==> config.mk <==
export PLATFORM = sky130hd
export DESIGN_NAME = instruction_queue_decoder
export DESIGN_NICKNAME = d
export VERILOG_FILES = /design/src/rtl/instruction_queue_decoder_pkg.sv /design/src/rtl/instruction_queue_decoder_separator.sv /design/src/rtl/instruction_queue_decoder.sv
export SDC_FILE = /design/constraint.sdc
export NUM_CORES = 1
export LEC_CHECK = 0
export BUFFER_PORTS_ARGS = -buffer_cell sky130_fd_sc_hd__buf_2
export CORE_MARGIN = 2
export CORE_UTILIZATION = 49
export CTS_CLUSTER_DIAMETER = 100
export DETAILED_ROUTE_END_ITERATION = 7
export PLACE_DENSITY = 0.85
export SLEW_MARGIN = 15
export SYNTH_ARGS = -nofsm -noshare
export SYNTH_HDL_FRONTEND = slang
export SYNTH_SLANG_ARGS = --single-unit
==> constraint.sdc <==
create_clock -name clk -period 2.89 [get_ports clk]
set_input_delay 0.867 -clock clk [delete_from_list [all_inputs] [get_ports clk]]
set_output_delay 0.867 -clock clk [all_outputs]
set_load 0.03 [all_outputs]
==> src/rtl/instruction_queue_decoder_pkg.sv <==
// Shared opcode constants, instruction-class encoding and decode helpers
// for the instruction queue decoder.
package instruction_queue_decoder_pkg;

  localparam logic [5:0] OP_RTYPE = 6'h00;
  localparam logic [5:0] OP_J     = 6'h02;
  localparam logic [5:0] OP_JAL   = 6'h03;
  localparam logic [5:0] OP_ANDI  = 6'h0C;
  localparam logic [5:0] OP_ORI   = 6'h0D;
  localparam logic [5:0] OP_XORI  = 6'h0E;

  typedef enum logic [1:0] {
    ICLASS_R    = 2'd0,
    ICLASS_I    = 2'd1,
    ICLASS_J    = 2'd2,
    ICLASS_RSVD = 2'd3
  } iclass_e;

  function automatic iclass_e classify(input logic [5:0] op);
    if (op == OP_RTYPE)
      return ICLASS_R;
    else if (op == OP_J || op == OP_JAL)
      return ICLASS_J;
    else
      return ICLASS_I;
  endfunction

  // Logical immediates zero-extend; everything else sign-extends.
  function automatic logic [31:0] extend_imm(input logic [5:0] op, input logic [15:0] imm);
    if (op == OP_ANDI || op == OP_ORI || op == OP_XORI)
      return {16'h0000, imm};
    else
      return {{16{imm[15]}}, imm};
  endfunction

endpackage

==> src/rtl/instruction_queue_decoder_separator.sv <==
// Purely combinational MIPS instruction field separator.
module instruction_separator (
  input  logic [31:0] instr,
  output logic [5:0]  opcode,
  output logic [4:0]  rs,
  output logic [4:0]  rt,
  output logic [4:0]  rd,
  output logic [4:0]  shamt,
  output logic [5:0]  funct,
  output logic [15:0] imm16,
  output logic [25:0] target
);

  assign opcode = instr[31:26];
  assign rs     = instr[25:21];
  assign rt     = instr[20:16];
  assign rd     = instr[15:11];
  assign shamt  = instr[10:6];
  assign funct  = instr[5:0];
  assign imm16  = instr[15:0];
  assign target = instr[25:0];

endmodule

==> src/rtl/instruction_queue_decoder.sv <==
// Circular instruction queue with handshakes and flush; the head entry is
// presented split into fields with class and extended immediate.
module instruction_queue_decoder
  import instruction_queue_decoder_pkg::*;
#(
  parameter int DEPTH = 4,
  parameter int PC_W  = 32
) (
  input  logic                     clk,
  input  logic                     rst_n,
  input  logic                     in_valid,
  output logic                     in_ready,
  input  logic [31:0]              in_instr,
  input  logic [PC_W-1:0]          in_pc,
  input  logic                     flush,
  output logic                     out_valid,
  input  logic                     out_ready,
  output logic [PC_W-1:0]          out_pc,
  output logic [31:0]              out_instr,
  output logic [5:0]               opcode,
  output logic [4:0]               rs,
  output logic [4:0]               rt,
  output logic [4:0]               rd,
  output logic [4:0]               shamt,
  output logic [5:0]               funct,
  output logic [15:0]              imm16,
  output logic [25:0]              target,
  output logic [1:0]               iclass,
  output logic [31:0]              imm_ext,
  output logic [$clog2(DEPTH):0]   count
);

  localparam int PTR_W = $clog2(DEPTH);
  localparam int CNT_W = PTR_W + 1;
  localparam int ENT_W = 32 + PC_W;

  logic [ENT_W-1:0] mem [DEPTH];
  logic [PTR_W-1:0] wptr, rptr;
  logic             push, pop;
  logic [ENT_W-1:0] head;

  assign in_ready  = (count != CNT_W'(DEPTH));
  assign out_valid = (count != '0);
  assign push      = in_valid && in_ready && !flush;
  assign pop       = out_valid && out_ready && !flush;

  // Pointers wrap naturally because DEPTH is a power of two.
  always_ff @(posedge clk or negedge rst_n) begin
    if (!rst_n) begin
      wptr  <= '0;
      rptr  <= '0;
      count <= '0;
    end else if (flush) begin
      wptr  <= '0;
      rptr  <= '0;
      count <= '0;
    end else begin
      if (push) wptr <= wptr + 1'b1;
      if (pop)  rptr <= rptr + 1'b1;
      if (push && !pop)
        count <= count + 1'b1;
      else if (pop && !push)
        count <= count - 1'b1;
    end
  end

  // Storage is deliberately left uncleared by reset.
  always_ff @(posedge clk) begin
    if (push) mem[wptr] <= {in_pc, in_instr};
  end

  assign head      = mem[rptr];
  assign out_pc    = head[ENT_W-1:32];
  assign out_instr = head[31:0];

  instruction_separator u_sep (
    .instr  (out_instr),
    .opcode (opcode),
    .rs     (rs),
    .rt     (rt),
    .rd     (rd),
    .shamt  (shamt),
    .funct  (funct),
    .imm16  (imm16),
    .target (target)
  );

  assign iclass  = classify(opcode);
  assign imm_ext = extend_imm(opcode, imm16);

endmodule

==> out/qor.yml <==
cts_root_buf: "clkbuf_16"
start_util_pct: 50.09
p_total_w: 0.01264
failed_checks: "negative setup slack"
r2r_slack_ps: 670
insertion_delay_ps: 510
drtIter0Drc: 274
synthesis.nets: 578
p_per_area_nw_per_um2: 945.0
place_ws_ps: 95.87
grt_pass1_vias: 5267
end_kind: "output port"
routabilityCongestion: 0.6994
switching_share_pct: 33.15
synth_seq_area_share_pct: 74.43
die_area_um2: 22750
die_h_um: 150.8
die_w_um: 150.8
clock-sinks: 263
grtUsageTotal_pct: 18.55
ys_ff_latch: 263
nNetsFinal: 763
h-tree-depth: 1
cp-start-kind: "flop"
p_int_w: 0.008451
cts_tree: "done"
synth.distinct_cells: 34
criticalPathCategory: "flop to output port"
synthCells: 504
drv_slew: 0
yosys_warnings: 0
remaining_drc_errors: 0
layout-drive-gt1-share_pct: 55.82
relSlewSlack_pct: 76.12
status: "finished, violations left"
fin_crit_ps: 3313
synth.cell_area_um2: 10560
drt-wirelength-per-cell_um: 22.00
synth-edff-count: 256
cellLeakagePower_nw: 4.794
n_fill_cell: 1352
dpl-instance-area_um2: 11510
cp_max_fo: 8
p_sw_w: 0.004191
clkPwrFrac_pct: 27.0
vias: 5169
grt_max_degree: 43
numCtsBuffers: 27
grt.overflow.total: 0
ys_async_sr_fraction_pct: 2.662
syn_avg_cell_area_um2: 20.96
postCtsHoldBufs: 0
port_buffers: 245
setup_viol: 164
via_per_inst: 5.274
antenna_found_initial: 2
final-hold-violation-count: 0
crit_required_ps: 2020
combPwrFrac_pct: 37.6
area_delta_synth_final_pct: 26.65
min_path_type: "input port to asynchronous set/reset pin"
pwr-share-seq_pct: 35.4
peakVddDrop_mv: 0.6563
rsz0062_at_grt: "true"
clk_path_buf_depth: 3
max_slew.worst_pin.slew_ps: 358.2
maxCapViolations: 0
grt_first_pass_wirelength_mm: 31.12
ant_nets: 0
period_share_pct: 114.6
io_pins: 246
worst_ep_arrival_time_ps: 2450
path_clk_slew_ps: 60
ys.flop_type: "edfxtp_1"
worst_slack_ps: -422.6
rows: 53
wl_mm: 21.56
fin_area_um2: 13380
skew_ps: 6.201
dp_hpwl_mm: 12.69
core_region_area_um2: 21090
max_freq_ghz: 0.3019
dr.pass1.iters: 4
## cell families after synthesis
logic type               count (synthesis)  share of synthesized area, %
adder cells (fa/ha/maj)                  5                        0.6633
buffers and inverters                  128                         8.540
flip-flops                             263                         74.43
AND/OR/NAND/NOR                         28                         1.481
XOR/XNOR                                 4                        0.3317
multiplexers                            65                         13.81
AO/OA/AOI/OAI                           11                        0.7462
## stage by stage
stage               hold WS, ps  setup TNS, ps  cells  util [%]
global route              169.1         -43910    980     63.44
floorplan                 542.5              0    504         -
detailed placement        582.9              0    919     54.58
finish                    178.4         -32300    980     63.44
CTS                       170.9         -34320    978     62.78
global placement          564.8              0    919     54.58
## state kept, by name (all words and copies together) (netlist names)
register,cells
count,3
mem,256
rptr,2
wptr,2
## cell usage after synthesis, drive strengths merged, types with 2 or more instances
master  count  area, um2
edfxtp    256       7687
buf       117      860.8
mux4       64       1449
dfrtp       7      175.2
nor2        7      26.28
inv         6      22.52
and2        5      31.28
clkbuf      5      18.77
nand2       5      18.77
ha          4      50.05
nor3        3      15.01
o21ai       3      15.01
xnor2       3      26.28
a21oi       2      10.01
nor3b       2      15.01
## area by class of cell
class | count | area, um2 | area share (%)
antenna | 1 | 2.502 | 0.01870
clock buffer | 34 | 711.9 | 5.321
clock inverter | 10 | 158.9 | 1.188
inverter | 6 | 22.52 | 0.1683
multi-input combinational | 114 | 1849 | 13.82
sequential | 263 | 7868 | 58.80
tap | 275 | 344.1 | 2.572
timing repair buffer | 277 | 2422 | 18.11
## routing by layer
layer / wire [um] / vias up / track usage [%]
met5: 13 / - / 0
met3: 1557 / 31 / 3.765
met1: 8166 / 2650 / 23.32
met2: 11480 / 213 / 33.50
met4: 344 / 2 / 4.065
li1: - / 2273 / -
## worst max-delay path: stages (launching register included)
cell and delay, ps:
dfrtp_4 490, buf_4 150, mux4_2 470, a2111oi_4 370, buf_4 200, nor2b_4 80
buf_4 180
## cells in the final DEF (no fill, tap or decap), drive strengths merged, types with 4 or more instances in the layout
master  Yosys  routed
buf       117     274
nor2        7       7
inv         6       6
mux4       64      64
clkbuf      5      34
dfrtp       7       7
bufinv      0       4
nand2       5       5
clkinv      0       4
ha          4       4
and2        5       5
edfxtp    256     256
## path summary, 6_finish.rpt
kind	to	cells past startpoint	start
worst min-delay path	count[0]	1	rst_n
min in group clk	mem[1][49]	1	in_pc[17]
max in group asynchronous	rptr[0]	1	rst_n
worst min register to register	wptr[1]	2	wptr[1]
worst max-delay path	imm_ext[24]	6	rptr[0]
worst max register to register	count[2]	8	count[2]
## power groups by stage
stage / clock network (W) / registers [W] / logic, W
2_1_floorplan: 0 / 0.00455 / 0.00327
3_3_place_gp: 0 / 0.00456 / 0.00368
3_5_place_dp: 0 / 0.00457 / 0.00372
4_1_cts: 0.00346 / 0.00447 / 0.00464
5_1_grt: 0.00363 / 0.00449 / 0.00499
6_report: 0.00341 / 0.00448 / 0.00476
## repair_timing
action | in CTS | in global routing
gates resized for setup | 216 | 38
cloned | 6 | 0
pin swaps | 1 | 2
setup buffers | 9 | 2
endpoints found under the setup margin | 160 | 166
Note: power is estimated with default switching activity, not from simulation.
